[src/rtl/rect_stream_if.sv]
// Rectangle stream bus: copy-controller stream in, register-file write port and status out.
interface rect_stream_if;
  logic        copy_start;
  logic [15:0] rect_din;
  logic        wr_en;
  logic [2:0]  wr_field;
  logic [5:0]  wr_index;
  logic [15:0] wr_data;
  logic [2:0]  phase_out;
  logic        in_window;
  logic        frame_done;
  logic        range_error;

  modport master (
    output copy_start, rect_din,
    input  wr_en, wr_field, wr_index, wr_data, phase_out, in_window, frame_done, range_error
  );
  modport slave (
    input  copy_start, rect_din,
    output wr_en, wr_field, wr_index, wr_data, phase_out, in_window, frame_done, range_error
  );
endinterface

[src/rtl/rect_stream_receiver.sv]
// Follows the fixed-timing rectangle DMA stream and writes each value into the GPU rect register file.
// Optional sticky coordinate range check enabled by RECT_RX_RANGE_CHECK_EN.
module rect_stream_receiver #(
  parameter int FIRST_OFFSET = 4,
  parameter int STRIDE       = 3,
  parameter int GAP_EXTRA    = 3
) (
  input  logic          clk,
  input  logic          reset_n,
  rect_stream_if.slave  bus
);

  localparam logic [1:0] S_IDLE   = 2'd0;
  localparam logic [1:0] S_LEAD   = 2'd1;
  localparam logic [1:0] S_SAMPLE = 2'd2;
  localparam logic [1:0] S_WINDOW = 2'd3;

  logic [1:0]  state_q, state_d;
  logic [9:0]  cnt_q, cnt_d;
  logic [3:0]  rect_q, rect_d;
  logic [1:0]  batch_q, batch_d;
  logic [2:0]  phase_q, phase_d;
  logic        wr_en_q, wr_en_d;
  logic [2:0]  wr_field_q, wr_field_d;
  logic [5:0]  wr_index_q, wr_index_d;
  logic [15:0] wr_data_q, wr_data_d;
  logic        frame_done_q, frame_done_d;
  logic        sample;

  // Window counter reload: counts down to 1 so the next sample lands W+GAP_EXTRA after the last.
  function automatic logic [9:0] gap_len(input logic [2:0] ph);
    case (ph)
      3'd1, 3'd2: gap_len = 10'(640 + GAP_EXTRA - 1);
      3'd3, 3'd4: gap_len = 10'(480 + GAP_EXTRA - 1);
      default:    gap_len = 10'(16 + GAP_EXTRA - 1);
    endcase
  endfunction

`ifdef RECT_RX_RANGE_CHECK_EN
  logic        range_error_q, range_error_d;
  logic [15:0] limit;
  assign limit = (phase_q <= 3'd2) ? 16'd640 : 16'd480;
`endif

  assign sample = (state_q == S_SAMPLE) && (cnt_q == 10'd0);

  always_comb begin
    state_d      = state_q;
    cnt_d        = cnt_q;
    rect_d       = rect_q;
    batch_d      = batch_q;
    phase_d      = phase_q;
    wr_en_d      = 1'b0;
    wr_field_d   = wr_field_q;
    wr_index_d   = wr_index_q;
    wr_data_d    = wr_data_q;
    frame_done_d = 1'b0;
`ifdef RECT_RX_RANGE_CHECK_EN
    range_error_d = range_error_q;
`endif
    case (state_q)
      S_IDLE: begin
        // The cycle showing frame_done still refuses a new start.
        if (bus.copy_start && !frame_done_q) begin
          state_d = S_LEAD;
          cnt_d   = 10'(FIRST_OFFSET - 2);
          rect_d  = 4'd0;
          batch_d = 2'd0;
          phase_d = 3'd1;
`ifdef RECT_RX_RANGE_CHECK_EN
          range_error_d = 1'b0;
`endif
        end
      end
      S_LEAD: begin
        if (cnt_q == 10'd0) state_d = S_SAMPLE;
        else                cnt_d   = cnt_q - 10'd1;
      end
      S_SAMPLE: begin
        if (!sample) begin
          cnt_d = cnt_q - 10'd1;
        end else begin
          wr_en_d    = 1'b1;
          wr_field_d = phase_q - 3'd1;
          wr_index_d = {batch_q, rect_q};
          wr_data_d  = bus.rect_din;
`ifdef RECT_RX_RANGE_CHECK_EN
          // A 16-bit compare also catches any nonzero bit above the 10-bit coordinate.
          if (phase_q != 3'd5 && bus.rect_din > limit) range_error_d = 1'b1;
`endif
          if (rect_q == 4'd15) begin
            state_d = S_WINDOW;
            rect_d  = 4'd0;
            cnt_d   = gap_len(phase_q);
          end else begin
            rect_d = rect_q + 4'd1;
            cnt_d  = 10'(STRIDE - 1);
          end
        end
      end
      default: begin
        if (cnt_q == 10'd1) begin
          cnt_d   = 10'd0;
          batch_d = batch_q + 2'd1;
          state_d = S_SAMPLE;
          if (batch_q == 2'd3) begin
            if (phase_q == 3'd5) begin
              state_d      = S_IDLE;
              phase_d      = 3'd0;
              frame_done_d = 1'b1;
            end else begin
              phase_d = phase_q + 3'd1;
            end
          end
        end else begin
          cnt_d = cnt_q - 10'd1;
        end
      end
    endcase
  end

  always_ff @(posedge clk) begin
    if (!reset_n) begin
      state_q      <= S_IDLE;
      cnt_q        <= '0;
      rect_q       <= '0;
      batch_q      <= '0;
      phase_q      <= '0;
      wr_en_q      <= 1'b0;
      wr_field_q   <= '0;
      wr_index_q   <= '0;
      wr_data_q    <= '0;
      frame_done_q <= 1'b0;
    end else begin
      state_q      <= state_d;
      cnt_q        <= cnt_d;
      rect_q       <= rect_d;
      batch_q      <= batch_d;
      phase_q      <= phase_d;
      wr_en_q      <= wr_en_d;
      wr_field_q   <= wr_field_d;
      wr_index_q   <= wr_index_d;
      wr_data_q    <= wr_data_d;
      frame_done_q <= frame_done_d;
    end
  end

`ifdef RECT_RX_RANGE_CHECK_EN
  always_ff @(posedge clk) begin
    if (!reset_n) range_error_q <= 1'b0;
    else          range_error_q <= range_error_d;
  end
  assign bus.range_error = range_error_q;
`else
  assign bus.range_error = 1'b0;
`endif

  assign bus.wr_en      = wr_en_q;
  assign bus.wr_field   = wr_field_q;
  assign bus.wr_index   = wr_index_q;
  assign bus.wr_data    = wr_data_q;
  assign bus.phase_out  = phase_q;
  assign bus.in_window  = (state_q == S_WINDOW);
  assign bus.frame_done = frame_done_q;

endmodule

[src/flat_wrapper.sv]
// flat-port wrapper written by rule: the top's interface ports become plain ports
module rect_stream_receiver_flat 
#(
  parameter int FIRST_OFFSET = 4,
  parameter int STRIDE       = 3,
  parameter int GAP_EXTRA    = 3
)
  (clk, reset_n, bus_copy_start, bus_rect_din, bus_wr_en, bus_wr_field, bus_wr_index, bus_wr_data, bus_phase_out, bus_in_window, bus_frame_done, bus_range_error);
  rect_stream_if bus_i ();
  input  logic clk;
  input  logic reset_n;
  input wire logic [$bits(bus_i.copy_start)-1:0] bus_copy_start;
  input wire logic [$bits(bus_i.rect_din)-1:0] bus_rect_din;
  output wire logic [$bits(bus_i.wr_en)-1:0] bus_wr_en;
  output wire logic [$bits(bus_i.wr_field)-1:0] bus_wr_field;
  output wire logic [$bits(bus_i.wr_index)-1:0] bus_wr_index;
  output wire logic [$bits(bus_i.wr_data)-1:0] bus_wr_data;
  output wire logic [$bits(bus_i.phase_out)-1:0] bus_phase_out;
  output wire logic [$bits(bus_i.in_window)-1:0] bus_in_window;
  output wire logic [$bits(bus_i.frame_done)-1:0] bus_frame_done;
  output wire logic [$bits(bus_i.range_error)-1:0] bus_range_error;
  assign bus_i.copy_start = bus_copy_start;
  assign bus_i.rect_din = bus_rect_din;
  assign bus_wr_en = bus_i.wr_en;
  assign bus_wr_field = bus_i.wr_field;
  assign bus_wr_index = bus_i.wr_index;
  assign bus_wr_data = bus_i.wr_data;
  assign bus_phase_out = bus_i.phase_out;
  assign bus_in_window = bus_i.in_window;
  assign bus_frame_done = bus_i.frame_done;
  assign bus_range_error = bus_i.range_error;
  rect_stream_receiver #(.FIRST_OFFSET(FIRST_OFFSET), .STRIDE(STRIDE), .GAP_EXTRA(GAP_EXTRA)) u_core (.clk(clk), .reset_n(reset_n), .bus(bus_i));
endmodule
[config.mk]
export PLATFORM = sky130hd
export DESIGN_NAME = rect_stream_receiver_flat
export DESIGN_NICKNAME = d
export VERILOG_FILES = /design/src/rtl/rect_stream_if.sv /design/src/rtl/rect_stream_receiver.sv /design/src/flat_wrapper.sv
export SDC_FILE = /design/constraint.sdc
export NUM_CORES = 1
export LEC_CHECK = 0
export ABC_AREA = 1
export CAP_MARGIN = 20
export CORE_ASPECT_RATIO = 1.25
export CORE_MARGIN = 2
export CORE_UTILIZATION = 50
export CTS_BUF_LIST = sky130_fd_sc_hd__clkbuf_8 sky130_fd_sc_hd__clkbuf_16
export DETAILED_ROUTE_END_ITERATION = 6
export PLACE_DENSITY = 0.78
export SKIP_CTS_REPAIR_TIMING = 1
export SLEW_MARGIN = 10
export SYNTH_ARGS = -nofsm -noshare
export SYNTH_HDL_FRONTEND = slang
export SYNTH_SLANG_ARGS = --single-unit
export TNS_END_PERCENT = 1
[constraint.sdc]
create_clock -name clk -period 2.65 [get_ports clk]
set_input_delay 0.265 -clock clk [delete_from_list [all_inputs] [get_ports clk]]
set_output_delay 0.265 -clock clk [all_outputs]
set_load 0.005 [all_outputs]
==> results of run 1 <==
-- logic make-up after synthesis --
| logic type | synth area share |
|---|---|
| XOR/XNOR | 0.01710 |
| AO/OA/AOI/OAI | 0.1407 |
| adder cells (fa/ha/maj) | 0.06351 |
| other | 0.001464 |
| buffers and inverters | 0.09135 |
| flip-flops | 0.3752 |
| AND/OR/NAND/NOR | 0.3107 |
-- per-stage QoR --
step | std cells | utilization | worst slack [ns] | hold WS [ns]
after floorplan | 376 | - | 1.063 | 0.3999
after global placement | 474 | 0.6094 | 0.7968 | 0.4519
after detailed placement | 474 | 0.6094 | 0.7106 | 0.4586
after CTS | 482 | 0.6369 | 0.6941 | 0.4773
after global routing | 482 | 0.6369 | 0.5219 | 0.5173
final | 482 | 0.6369 | 0.6919 | 0.4718
-- power by group through the flow --
stage	Combinational (mW)	Sequential, mW	Clock, mW
2_1_floorplan	1.27	1.03	0
3_3_place_gp	1.69	1.05	0
3_5_place_dp	1.71	1.06	0
4_1_cts	1.73	1.04	0.654
5_1_grt	1.94	1.07	0.680
6_report	1.73	1.04	0.646
-- layer usage --
metal / GRT usage / part of all wire
met1: 0.2559 / 0.43
met2: 0.3945 / 0.51
met3: 0.04858 / 0.042
met4: 0.07273 / 0.021
met5: 0 / 0
-- state kept, by name (all words and copies together) (netlist names) --
signal,cells
u_core.bus.wr_data,16
u_core.cnt_q,10
u_core.bus.wr_index,6
u_core.rect_q,4
u_core.bus.phase_out,3
u_core.bus.wr_field,3
u_core.batch_q,2
u_core.state_q,2
u_core.bus.frame_done,1
u_core.bus.wr_en,1
-- placed cells by master (no fill, tap or decap), drive strengths merged, types with 2 or more instances in the layout --
| master | synthesis | routed |
|---|---|---|
| buf | 9 | 2 |
| a21oi | 27 | 27 |
| inv | 37 | 38 |
| nand2 | 75 | 75 |
| o21ai | 42 | 42 |
| nor2 | 78 | 78 |
| clkdlybuf4s50 | 0 | 49 |
| clkbuf | 5 | 5 |
| bufinv | 0 | 2 |
| ha | 13 | 13 |
| nor3 | 4 | 4 |
| nand4 | 3 | 3 |
| xor2 | 4 | 4 |
| nand3 | 26 | 26 |
| dfxtp | 48 | 48 |
-- worst min-delay path, delay by kind of cell (launching register included) --
family / cells / cell delay, ns
flops: 1 / 0.32
compound gates: 1 / 0.05
simple gates: 1 / 0.06
-- worst max path at each step --
stage,start,endpoint,slack [ns],depth (start not counted)
after floorplan,u_core.cnt_q[0],u_core.bus.wr_data[0],1.06,10
after global placement,u_core.cnt_q[0],u_core.cnt_q[7],0.80,11
after detailed placement,u_core.cnt_q[0],u_core.cnt_q[9],0.71,11
after CTS,u_core.cnt_q[0],u_core.cnt_q[9],0.69,11
after global routing,u_core.cnt_q[0],u_core.cnt_q[4],0.52,11
final,u_core.cnt_q[0],u_core.cnt_q[7],0.69,11
-- area by class of cell --
class                           count  area [µm²]  share of cell area
Clock buffer                        5       68.82             0.02158
Clock inverter                      3       68.82             0.02158
Inverter                           37       141.4             0.04433
Multi-Input combinational cell    276        1366              0.4284
Sequential cell                    48       960.9              0.3013
Tap cell                           62       77.57             0.02432
Timing Repair Buffer               51       505.5              0.1585
==> summary.md, run 1 <==
| Metric | Value |
|---|---|
| Final setup fails | 0 |
| Iter 0 DRT Violations | about 110 |
| Overall global routing resource usage | 0.2230 |
| RSZ-0062 raised after global routing | no |
| Critical Path Slowest Stage Cell | dfxtp_1 |
| Number of H-tree levels | 2 |
| CTS max path bufs | 2 |
| Syn_area_per_cell | 6.812 µm² |
| I/O Pins | 51 |
| Slowest stage delay, CP | between 0.3 and 0.4 ns |
| Fin Setup TNS | 0 ns |
| Worst endpoint required time | approximately 2.9 ns |
| Max Cap Viol | 0 |
| Status | completed |
| Post-Syn Area | about 0.0026 mm² |
| Fin area | around 0.0032 mm² |
| First-pass DRT Iterations | 4 |
| WP buf/inv | 3 |
| Worst VDD drop | ~0.57 mV |
| Chip Width | about 68 µm |
| Drc violations | 0 |
| Syn. warnings | 0 |
| CTS Buf Count | 5 |
| Vias after detailed routing | between 2,000 and 2,500 |
| Hold crit path type | reg2reg |
| Total power | ~3.4 mW |
| Part of the power in registers | 0.305 |
| R2R Setup Slk | 0.69 ns |
| Clock sink total | between 40 and 50 |
| Final Hold Viols | 0 |
| First-pass GRT wire length | around 10,000 µm |
| Die height | ~84 µm |
| Crit Reg-Reg Endpoint | u_core.cnt_q[7] |
| Worst-Skew Late Latency | approximately 0.31 ns |
| Vias in the first global route | 2,395 |
| Sw frac | 0.4348 |
| Fin crit share | 0.7389 |
| Pin count of the biggest net entering global routing | 37 |
| Power Density | roughly 1100 mW/mm² |
| Comb power frac | 0.506 |
| Maximum fanout along the worst path | 32 |
| LEAKAGE | approximately 1.5 nW |
| Distinct cells, synth | 29 |
| Most frequent cell after synthesis | nor2_1 |
| Pins Over Slew Limit | 0 |
| Reg-to-Reg Start | u_core.cnt_q[0] |
| Synth top cells by count | nor2_1, nand2_1, dfxtp_1 |
| Clk root buf | clkbuf_8 |
| Final GP Congestion | 0.8759 |
| Port bufs | between 40 and 50 |
| Clock transition at the registers of the reported paths | ~0.1 ns |
| Most common flop cell mapped by yosys | dfxtp_1 |
| Fillers | roughly 440 |
| R2r worst-path depth | 11 |
| Antenna-violating nets left | 0 |
| Sequential area share after synthesis | 0.3752 |
| CTS tree | done |
| Post-synth ARST share | 0 |
| Beginning of the worst hold path | u_core.bus.wr_index[2] |
| Post-DP Area | ~0.0031 mm² |
| Switch Pwr | 1.487 mW |
| Worst setup SP type | flip-flop |
| Post-synthesis to final-layout area growth | 24.52% |
| Post-synth top area share | 0.3752 |
| Hold-critical path depth | 2 |
| Cells along the critical path | inv_1 > ha_1 > inv_1 > nor2_1 > nand3_2 > nor2_4 > buf_4 > nand3_1 > nand2_1 > nand2_1 > a21oi_1 |
| Antenna violations before repair | 0 |
| Mapped Nets | slightly above 400 |
| Tmin final | 1.958 ns |
| Clock share of power | 0.189 |
| Hold worst-path end | u_core.bus.wr_index[2] |
| Critical Path End Type | flip-flop |
| Number of enable flip-flop cells after synthesis | 0 |
| Worst clock skew | 0.009343 ns |
| Main area contributors after synthesis | dfxtp_1, nor2_1, nand2_1 |
| Post-Synthesis Cells | between 300 and 400 |
| Total grt overflow | 0 |
| Critical path's top delay family | simple AND/OR/NAND/NOR gates |
| Layout Nets | around 450 |
| CP arrival | around 2.2 ns |
| WL final | 6014 µm |
| Core region area | ~0.005 mm² |
| Initial Utilization | 0.5115 |
| Vias/cell | approximately 5.1 |
| Pint | slightly below 2 mW |
| WS Path Type | reg2reg |
| Die Area | between 0.005 and 0.006 mm² |
| Antenna diodes | 0 |
| Fmax achieved | 510.7 MHz |
| DP HPWL | between 4000 and 5000 µm |
| Yosys reg bits | 48 |
| Layout cells sized above 1 | 0.05952 |
| # rows | 29 |
| Average wire per standard cell | approximately 12 µm |
| Yosys top cell by area | dfxtp_1 |
No activity file was read; power rests on OpenSTA's default activity.
==> run 2, diff against run 1 <==
clock period = 1.82 ns   (was 2.65 ns; I/O delays follow)
==> run 2 against run 1 <==
Compared with the run above:
- combinational power up 53%
- die area did not move
- flip-flop and latch count stayed put
- critical endpoint is now bus_in_window
- largest cell class unchanged
- highest routed layer unchanged
==> summary.md, run 2 (synthesized netlist as in run 1, its figures left out) <==
| Metric | Value |
|---|---|
| Drc violations | 0 (unchanged) |
| Layout cells sized above 1 | 0.08451 (+0.02498) |
| Chip Width | 68.02 µm (unchanged) |
| Die height | 84.02 µm (unchanged) |
| Hold WS | 0.4498 ns (-0.02204 ns) |
| I/O Pins | 51 (unchanged) |
| First-pass DRT Iterations | 4 (unchanged) |
| CTS tree | done |
| Final setup fails | 0 (unchanged) |
| DP Worst Slack | 0.04742 ns (-0.6632 ns) |
| Pin count of the biggest net entering global routing | 25 (-32%) |
| Switch Pwr | 2.190 mW (+47%) |
| Clk root buf | clkbuf_8 |
| Max FFs per register | 16 (unchanged) |
| Core Util, Final | 0.6462 (+0.009245) |
| Clock sink total | 48 (unchanged) |
| Fmax achieved | 581.6 MHz |
| Pint | 2.793 mW (+45%) |
| Worst VDD drop | 0.8497 mV (+48%) |
| Pins Over Slew Limit | 0 (unchanged) |
| Hold-critical path depth | 3 (+1) |
| Iter 0 DRT Violations | 117 (+2.6%) |
| Average wire per standard cell | 12.23 µm (-2.0%) |
| Hold worst-path end | u_core.bus.wr_data[10] |
| Worst-Skew Late Latency | 0.30 ns (about the same) |
| Met3 Usage GRT | 0.05263 (+0.004049) |
| Maximum fanout along the worst path | 6 (-81%) |
| Final GP Congestion | 0.9051 (+3.3%) |
| Core region area | 0.005007 mm² (unchanged) |
| Most frequent cells in the layout | nand2_1, nor2_1, clkdlybuf4s50_1 |
| Total grt overflow | 0 (unchanged) |
| CTS Buf Count | 5 (unchanged) |
| Worst setup SP type | flip-flop |
| Vias after detailed routing | 2,540 (+3.9%) |
| Initial Utilization | 0.5115 (unchanged) |
| Beginning of the worst hold path | bus_rect_din[10] |
| Worst endpoint required time | 1.64 ns (-1.26 ns) |
| LEAKAGE | 1.480 nW (+1.8%) |
| Total power | 4.982 mW (+46%) |
| Clock transition at the registers of the reported paths | 0.09 ns (about the same) |
| Met2 Use GR | 0.3795 (-0.01500) |
| Fin crit share | 0.9448 |
| Post-synthesis to final-layout area growth | 26.33% |
| Number of H-tree levels | 2 (unchanged) |
| Fillers | 440 (+1.1%) |
| Part of the power in registers | 0.304 (about the same) |
| Slowest stage delay, CP | 0.55 ns (+0.19 ns) |
| Sw frac | 0.4395 (+0.004648) |
| WS Path Type | reg2out |
| Die Area | 0.005715 mm² (unchanged) |
| Antenna diodes | 0 (unchanged) |
| Max Cap Viol | 0 (unchanged) |
| Reg-to-Reg Start | u_core.cnt_q[0] |
| WL final | 5966 µm (-0.80%) |
| Hold crit path type | in2reg |
| Critical Path Slowest Stage Cell | clkdlybuf4s50_1 |
| Clock share of power | 0.165 (-0.024) |
| Cells along the critical path | ha_1 > clkdlybuf4s50_1 |
| Crit Reg-Reg Endpoint | u_core.cnt_q[9] |
| Final Hold Viols | 0 (unchanged) |
| Post-DP Area | 0.003089 mm² (+1.2%) |
| First-pass GRT wire length | 10,390 µm (+3.5%) |
| Routing usage on met1 | 0.2857 (+0.02978) |
| Status | completed |
| Vias/cell | 5.205 (+2.7%) |
| Worst clock skew | 0.007638 ns (-0.001705 ns) |
| Critical Path End Type | output pin |
| Antenna violations before repair | 0 (unchanged) |
| R2R Setup Slk | 0.13 ns (-0.56 ns) |
| Vias in the first global route | 2,413 (+0.75%) |
| Comb power frac | 0.531 (+0.025) |
| Layout Nets | 457 (+1.3%) |
| Power Density | 1540 mW/mm² (+44%) |
| CTS max path bufs | 2 (unchanged) |
| DP HPWL | 4464 µm (+1.4%) |
| CP arrival | 1.54 ns (-0.67 ns) |
| Overall global routing resource usage | 0.2302 (+0.007276) |
| # rows | 29 (unchanged) |
| R2r worst-path depth | 11 (unchanged) |
| Fin area | 0.003236 mm² (+1.5%) |
| Most crowded layer after global routing | met2 |
| Antenna-violating nets left | 0 (unchanged) |
| Port bufs | 49 (unchanged) |
| Setup WS post-layout | 0.1005 ns (-0.5914 ns) |
| Most common cell after layout, fill and taps aside | nand2_1 |
| Tmin final | approximately 1.7 ns |
-- run 2: changes by cell type in the layout (fill, tap and decap cells not counted), sizes merged --
cell	previous run	this run
clkinv	0	1
inv	38	37
buf	2	8
clkbuf	5	6
bufinv	2	1
-- run 2: worst max-delay path, delay by kind of cell (launching register included) --
| family | cells | cell delay (ns) |
|---|---|---|
| buf+inv | 1 | 0.55 |
| flops | 1 | 0.38 |
| fa+ha+maj | 1 | 0.30 |
-- run 2: worst max path at each step --
stage | from | slack [ns] | end
finish | u_core.state_q[0] | 0.10 | bus_in_window
global route | u_core.cnt_q[0] | -0.008 | u_core.cnt_q[9]
CTS | u_core.cnt_q[0] | 0.01 | u_core.cnt_q[5]
detailed placement | u_core.cnt_q[0] | 0.05 | u_core.cnt_q[5]
global placement | u_core.cnt_q[0] | 0.15 | u_core.cnt_q[5]
floorplan | u_core.cnt_q[0] | 0.23 | u_core.bus.wr_data[0]
-- run 2: stage by stage --
stage          cells  setup TNS (ns)
3_3_place_gp     479               0
3_5_place_dp     479               0
4_1_cts          487               0
2_1_floorplan    376               0
6_report         488               0
5_1_grt          488       -0.007598
-- run 2: layout make-up --
type	instances	area (µm²)	area share
clock inverters	2	38.79	0.01199
inverters	37	146.4	0.04524
clock buffers	6	82.58	0.02552
well taps	62	77.57	0.02398
flip-flops and latches	48	962.2	0.2974
repair buffers	57	554.3	0.1713
multi-input cells	276	1374	0.4246
-- run 2: power by group through the flow --
stage / combinational (mW) / sequential, mW / clock (mW)
final: 2.65 / 1.52 / 0.820
after global routing: 2.99 / 1.55 / 0.883
after CTS: 2.60 / 1.51 / 0.834
after detailed placement: 2.57 / 1.53 / 0
after global placement: 2.55 / 1.52 / 0
after floorplan: 1.85 / 1.50 / 0
-- run 2: layer usage --
metal  vias up  part of all wire
met3        14             0.061
li1       1292                 -
met4         0             0.024
met2        77              0.50
met1      1157              0.41
met5         -                 0
